==> config.mk <==
export PLATFORM = sky130hd
export DESIGN_NAME = mux_rr_scheduler
export DESIGN_NICKNAME = d
export VERILOG_FILES = /design/src/rtl/mux_sched_pkg.sv /design/src/rtl/rr_pick_onehot.sv /design/src/rtl/mux_rr_scheduler.sv
export SDC_FILE = /design/constraint.sdc
export NUM_CORES = 1
export LEC_CHECK = 0
export ABC_CLOCK_PERIOD_IN_PS = 6200
export CAP_MARGIN = 5
export CORE_UTILIZATION = 43
export DETAILED_ROUTE_END_ITERATION = 8
export GPL_ROUTABILITY_DRIVEN = 0
export PLACE_DENSITY = 0.89
export SLEW_MARGIN = 20
export SYNTH_ARGS = -nofsm -noshare
export SYNTH_HDL_FRONTEND = slang
export SYNTH_SLANG_ARGS = --single-unit
==> constraint.sdc <==
create_clock -name clk -period 6.2 [get_ports clk]
set_clock_uncertainty 0.15 [all_clocks]
set_input_delay 1.24 -clock clk [delete_from_list [all_inputs] [get_ports clk]]
set_output_delay 1.24 -clock clk [all_outputs]
set_load 0.05 [all_outputs]
==> src/rtl/mux_sched_pkg.sv <==
// Shared types and the rotate-priority pick used by the round-robin scheduler.
package mux_sched_pkg;

    typedef enum logic {IDLE, LOCKED} sched_state_t;

    localparam int unsigned RR_MAX_REQ = 16;
    localparam int unsigned RR_IDX_W   = 4;
    localparam int unsigned RR_POS_W   = RR_IDX_W + 1;

    typedef struct packed {
        logic                found;
        logic [RR_IDX_W-1:0] idx;
    } rr_pick_t;

    // First set bit of req[n-1:0] scanning ptr, ptr+1, ... modulo n.
    // The wrap is a conditional subtract, so no divider is inferred for odd n.
    function automatic rr_pick_t rr_pick(input logic [RR_MAX_REQ-1:0] req,
                                         input logic [RR_IDX_W-1:0]   ptr,
                                         input int unsigned           n);
        rr_pick_t             res;
        logic [RR_POS_W-1:0]  pos;
        res = '0;
        for (int unsigned k = 0; k < RR_MAX_REQ; k++) begin
            pos = {1'b0, ptr} + RR_POS_W'(k);
            if (pos >= RR_POS_W'(n)) begin
                pos = pos - RR_POS_W'(n);
            end
            if ((k < n) && !res.found && req[pos[RR_IDX_W-1:0]]) begin
                res.found = 1'b1;
                res.idx   = pos[RR_IDX_W-1:0];
            end
        end
        return res;
    endfunction

endpackage

==> src/rtl/rr_pick_onehot.sv <==
// Combinational rotate-priority encoder: index of the first request at or after i_ptr.
module rr_pick_onehot
    import mux_sched_pkg::*;
#(
    parameter int unsigned N_REQ = 4,
    parameter int unsigned SEL_W = 2
)(
    input  logic [N_REQ-1:0] i_req,
    input  logic [SEL_W-1:0] i_ptr,
    output logic [SEL_W-1:0] o_idx,
    output logic             o_valid
);

    logic [RR_MAX_REQ-1:0] w_req_ext;
    logic [RR_IDX_W-1:0]   w_ptr_ext;
    rr_pick_t              w_pick;
    logic                  w_unused_idx;

    // Widen to the package's fixed width, then scan only the first N_REQ positions.
    always_comb begin
        w_req_ext               = '0;
        w_req_ext[N_REQ-1:0]    = i_req;
        w_ptr_ext               = '0;
        w_ptr_ext[SEL_W-1:0]    = i_ptr;
        w_pick                  = rr_pick(w_req_ext, w_ptr_ext, N_REQ);
    end

    assign o_idx        = w_pick.idx[SEL_W-1:0];
    assign o_valid      = w_pick.found;
    assign w_unused_idx = ^w_pick.idx;

endmodule

==> src/rtl/mux_rr_scheduler.sv <==
// Round-robin packet scheduler in front of an N:1 mux: grants one requester per
// packet (or MAX_BEATS beats), drives the select, forwards valid/ready.
module mux_rr_scheduler
    import mux_sched_pkg::*;
#(
    parameter  int unsigned N_REQ     = 4,
    parameter  int unsigned DATA_W    = 8,
    parameter  int unsigned MAX_BEATS = 16,
    localparam int unsigned SEL_W     = $clog2(N_REQ)
)(
    input  logic                    clk,
    input  logic                    rst_n,
    input  logic [N_REQ-1:0]        req_valid,
    input  logic [N_REQ*DATA_W-1:0] req_data,
    input  logic [N_REQ-1:0]        req_last,
    output logic [N_REQ-1:0]        req_ready,
    output logic                    out_valid,
    output logic [DATA_W-1:0]       out_data,
    output logic                    out_last,
    input  logic                    out_ready,
    output logic [SEL_W-1:0]        sel,
    output logic                    busy,
    output logic                    preempt
);

    localparam int unsigned      CNT_W     = $clog2(MAX_BEATS + 1);
    localparam logic [CNT_W-1:0] CNT_LIMIT = CNT_W'(MAX_BEATS - 1);
    localparam logic [SEL_W-1:0] SEL_MAX   = SEL_W'(N_REQ - 1);

    sched_state_t     r_state, w_state_nxt;
    logic [SEL_W-1:0] r_sel, w_sel_nxt;
    logic [SEL_W-1:0] r_ptr, w_ptr_nxt;
    logic [CNT_W-1:0] r_beat_cnt, w_beat_cnt_nxt;
    logic             r_preempt, w_preempt_nxt;
    logic [SEL_W-1:0] w_pick_idx;
    logic             w_pick_valid;
    logic             w_xfer;

    rr_pick_onehot #(
        .N_REQ (N_REQ),
        .SEL_W (SEL_W)
    ) u_pick (
        .i_req   (req_valid),
        .i_ptr   (r_ptr),
        .o_idx   (w_pick_idx),
        .o_valid (w_pick_valid)
    );

    // State, grant index, scan pointer, beat count and preempt pulse registers.
    always_ff @(posedge clk or negedge rst_n) begin
        if (!rst_n) begin
            r_state    <= IDLE;
            r_sel      <= '0;
            r_ptr      <= '0;
            r_beat_cnt <= '0;
            r_preempt  <= 1'b0;
        end else begin
            r_state    <= w_state_nxt;
            r_sel      <= w_sel_nxt;
            r_ptr      <= w_ptr_nxt;
            r_beat_cnt <= w_beat_cnt_nxt;
            r_preempt  <= w_preempt_nxt;
        end
    end

    // Arbitration in IDLE; handshake forwarding and release decision in LOCKED.
    always_comb begin
        w_state_nxt    = r_state;
        w_sel_nxt      = r_sel;
        w_ptr_nxt      = r_ptr;
        w_beat_cnt_nxt = r_beat_cnt;
        w_preempt_nxt  = 1'b0;
        req_ready      = '0;
        out_valid      = 1'b0;
        busy           = 1'b0;
        w_xfer         = 1'b0;
        out_data       = req_data[r_sel*DATA_W +: DATA_W];
        out_last       = req_last[r_sel];
        unique case (r_state)
            IDLE: begin
                if (w_pick_valid) begin
                    w_state_nxt    = LOCKED;
                    w_sel_nxt      = w_pick_idx;
                    w_beat_cnt_nxt = '0;
                end
            end
            LOCKED: begin
                busy             = 1'b1;
                out_valid        = req_valid[r_sel];
                req_ready[r_sel] = out_ready;
                w_xfer           = out_valid && out_ready;
                if (w_xfer) begin
                    if (out_last || (r_beat_cnt == CNT_LIMIT)) begin
                        w_state_nxt    = IDLE;
                        w_ptr_nxt      = (r_sel == SEL_MAX) ? '0 : r_sel + 1'b1;
                        w_beat_cnt_nxt = '0;
                        w_preempt_nxt  = !out_last;
                    end else begin
                        w_beat_cnt_nxt = r_beat_cnt + 1'b1;
                    end
                end
            end
            default: w_state_nxt = IDLE;
        endcase
    end

    assign sel     = r_sel;
    assign preempt = r_preempt;

endmodule

== Word-level counts from Yosys, hierarchy flattened ==
Index checks and enable logic that the tools add are counted.
Storage, ports and cells
  register bits after elaboration: 11
  bits of input ports: 43
  output and inout port bits: 18
  word-level logic and storage cells: 81
Operators by class
  add/sub/neg operators: 9
  order comparisons: 10
  eq/ne operators: 4
  shifts and indexed selects: 1
  multiplexer cells: 37
  bitwise gates (word level): 2
  reductions and logical operators: 13
Operators by type and width (number)
  $mux W5: 7
  $shiftx A32 B6 Y8: 1
  $lt A4 B5 Y1 const B: 4
  $mux W4: 5
  $bmux W1 S4: 4
  $ge A5 B3 Y1 const B: 3
  $mux W1: 15
  $sub A4 B3 Y4 const B: 3
  $pmux W5 S2: 1
  $add A2 B2 Y3 const B: 2
  $add A5 B1 Y5 const B: 1
  $eq A5 B4 Y1 const B: 1
  $logic_and A1 B1 Y1: 5
  $and A4 B4 Y4: 1
  $bmux W1 S2: 2
  $logic_not A1 Y1: 4
  $ne A2 B1 Y1 const B: 2
  $reduce_and A2 Y1: 2
  $sub A2 B3 Y4 const B: 1
  $add A2 B1 Y3 const B: 1
  $ge A2 B3 Y1 const B: 1
  $lt A2 B3 Y1 const B: 1
  $reduce_and A3 Y1: 1
  $add A2 B1 Y2 const B: 1
  7 further kinds: 7

== Logic depth before layout (Yosys ltp) ==
  depth in word-level cells: 16
  depth in mapped cells: 8

== Cells and area by module ==
From an unflattened synthesis, not the netlist that was laid out.
Second synthesis, totals
  cell total of the unflattened synthesis: 113
  area total of the unflattened synthesis: 1241.2 sq um
By module, submodules not included
  mux_rr_scheduler: instances 1, cells an instance 74, area an instance 930.9 sq um
  rr_pick_onehot: instances 1, cells an instance 39, area an instance 310.3 sq um

== Least setup slack after synthesis ==
No wires, ideal clock.
  path type: in2out
  start: in req_valid[1]
  end: out out_valid
  arrival: 2.522 ns
  data required time: 4.810 ns
  path slack: 2.288 ns
  stages: 4
  path buffers: 1
  cell sequence: buf_8 > inv_1 > mux4_2 > nor2_1
Between the ends
  cells in the longest elaborated chain, start to end: 3
RTL lines
  from (decl): RTL line mux_rr_scheduler.sv:13  | input logic [N_REQ-1:0] req_valid,
  $bmux W1 S2: RTL line mux_rr_scheduler.sv:89  | out_valid = req_valid[r_sel];
  $mux W1 (implied by the code): RTL line mux_rr_scheduler.sv:89
  $mux W1: RTL line mux_rr_scheduler.sv:79  | unique case (r_state)
  to (decl): RTL line mux_rr_scheduler.sv:17  | output logic out_valid,
No other way between the ends. The select of a mux whose other input is x is not followed.

== Final worst setup path ==
  start: in req_valid[3]
  end: out out_valid
The elaborated chain is that of the path after synthesis.

==> flow_metrics.tcl <==
set metrics [dict create \
    status "finished, final reports clean" \
    antennaDiodeCount 0 \
    slew_headroom_pct 50.7 \
    gr-usage-met2_pct 45.0 \
    cpPeakStageDelay_ns 0.81 \
    htreeDepth 1 \
    worst_slew_pin_slew_ns 0.740 \
    hold_depth 1 \
    postSynth.asyncResetShare_pct 100 \
    core_area_um2 2570 \
    ys_top_cells_by_area "dfrtp_1 23%, mux4_2 19%, ha_1 10%" \
    max-clock-path-buffers 2 \
    via_per_inst 5.64 \
    yosysTopAreaCellShare_pct 22.9 \
    pin_count 61 \
    antenna_found_initial 0 \
    postCtsResizedCells 0 \
    initial_core_util_pct 46.7 \
    critPathKind "input port to primary output" \
    timing.rr.end "r_beat_cnt[4]" \
    syn_area_um2 1200 \
    fin_crit_sh_pct 77.0 \
    grt_overflow 0 \
    track_usage_pct 23.4 \
    cts-root-buf "clkbuf_4" \
    drt_iter0_drc 50 \
    cts_tree "built" \
    yosysTopAreaCell "dfrtp_1" \
    yosys_most_used_dff "dfrtp_1" \
    first_pass_iters 4 \
    cts_buffers 3 \
    yosysMostFrequentCell "dfrtp_1" \
    cp.required_ns 4.81 \
    fillers 192 \
    tns_ns 0 \
    critPathSlowestCell "clkdlybuf4s50_1" \
    fin_area_um2 1820 \
    drt_wl_total_um 3300 \
    rsz0062_at_grt "false" \
    globalRouteMet1Util_pct 24.6 \
    fmax_mhz 209 \
    synth_common_cells "11 x dfrtp_1, 10 x ha_1, 10 x inv_1, 10 x mux4_2, 9 x nor2_1" \
    areaGrowthSynthToFinish_pct 51.9 \
    fp.dieH_um 54.8 \
    nNetsFinal 229 \
    reg2reg_depth 7 \
    grt_max_degree 17 \
    drc_errors 0 \
    io_buffers 60 \
    drive_above_1_share_pct 12.0 \
    reg2reg_from "r_ptr[0]" \
    hold_viol_final 0 \
    start_kind "input port" \
    hp-class "flip-flop to flip-flop" \
    vias 1157 \
    irDropWorstVdd_mv 0.465 \
    crit_start "req_valid[3]" \
    place_area_um2 1800 \
    clock_latency_ns 0.27 \
    crit_path_cell_trace "clkdlybuf4s50_1 -> inv_1 -> mux4_2 -> nor2_1 -> clkdlybuf4s50_1" \
    cp_max_fo 7 \
    ctsHoldBuffers 0 \
    endpoint_kind "primary output" \
    syn_nets 170 \
    synthCells 117 \
    wl_per_cell_um 16.1 \
    crit_arrival_ns 3.39 \
    clkSlewWorstSetupHoldPaths_ns 0.07 \
    dp_hpwl_um 2650 \
    p_leak_nw 0.800 \
    dieWidth_um 54.8 \
    synth_edf_count 0 \
    drv_cap 0 \
    yosys_warnings 0 \
    cts_sinks 11 \
    busiest_layer "met2" \
    r2r_slack_ns 3.18 \
    drv_slew 0 \
    cp_common_cell "clkdlybuf4s50_1" \
    die_area_um2 3010 \
    ant_nets 0 \
    worstSetupEndpoint "out_valid" \
    setup_viol_count_final 0 \
    cts_setup_buffers 0 \
    hold_ws_ns 0.386 \
    power_density_nw_per_um2 482 \
    synth_area_per_cell_um2 10.3 \
    grt_use_met3_pct 6.67 \
    grt_pass1_wl_um 4910 \
    synth_seq_cells 11 \
    fp-row-count 18 \
    ys_seq_area_share_pct 22.9 \
    synth.distinct_cells 40 \
    grt_pass1_vias 1125 \
    min_period_ns 4.78 \
]
==> metal layers <==
metal	up-vias	routed length, um
met5	-	0
met4	0	31
met3	4	353
met2	50	1720
met1	546	1190
li1	557	-
==> worst min path at each step <==
stage / slack (ns) / start / endpoint
2_1_floorplan: 0.31 / r_beat_cnt[4] / r_beat_cnt[4]
3_3_place_gp: 0.33 / r_beat_cnt[4] / r_beat_cnt[4]
3_5_place_dp: 0.36 / r_beat_cnt[2] / r_beat_cnt[2]
4_1_cts: 0.38 / r_beat_cnt[2] / r_beat_cnt[2]
5_1_grt: 0.40 / r_beat_cnt[4] / r_beat_cnt[4]
6_report: 0.39 / r_beat_cnt[1] / r_beat_cnt[1]
==> per-stage QoR <==
step                      total power, mW  utilization (%)  std cells  worst slack (ns)
final                               0.880             71.0        205              1.42
after global routing                0.941             71.0        205              1.36
after CTS                           0.886             71.0        205              1.44
after detailed placement            0.832             70.0        201              1.43
after global placement              0.822             70.0        201              1.49
after floorplan                     0.646                -        117              2.29
==> critical path, delay by kind of cell <==
| kind | cells | cell delay, ns |
|---|---|---|
| AND/OR/NAND/NOR | 1 | 0.12 |
| multiplexers | 1 | 0.53 |
| buffers and inverters | 3 | 1.49 |
==> cell usage in the layout, fill, tap and decap left out, types with 2 or more instances in the layout <==
cell             count
o22ai_1              2
a211oi_1             2
o21ai_0              2
nand2_1              4
nand2b_1             2
a21oi_1              4
mux2i_1              7
clkdlybuf4s50_1     60
and3_1               6
a21o_1               3
clkbuf_4             3
dfrtp_1             11
ha_1                10
mux2_1               5
mux4_2              10
inv_1               10
nor2_4               2
nor3_1               3
nor2_1               9
==> cell families (layout without fill, tap and decap cells) <==
family          count (synthesis)  in the layout  share of synthesized area, %
fa+ha+maj                      10             10                          10.4
simple gates                   34             34                          16.3
mux                            23             23                          30.2
buf+inv                        17             75                          6.88
compound gates                 22             22                          13.2
flops                          11             11                          22.9
==> flip-flops by register name, indices dropped and copies added, names as in the netlist <==
register / cells
r_ptr: 2
preempt: 1
r_beat_cnt: 5
r_state: 1
sel: 2
==> cell type report <==
cell class / instances / area [um^2] / area share [%]
timing repair buffer: 60 / 601 / 32.9
sequential: 11 / 275 / 15.1
tap: 30 / 37.5 / 2.06
clock buffer: 4 / 26.3 / 1.44
multi-input combinational: 89 / 842 / 46.2
inverter: 11 / 41.3 / 2.26
==> where the power goes <==
part           total, mW  internal, mW  leakage, nW  switching, mW
clock             0.0496        0.0250       0.0150         0.0246
sequential         0.169        0.0943        0.137         0.0744
combinational      0.661         0.289        0.648          0.372
total              0.880         0.409        0.800          0.471
Note: power is estimated with default switching activity, not from simulation.
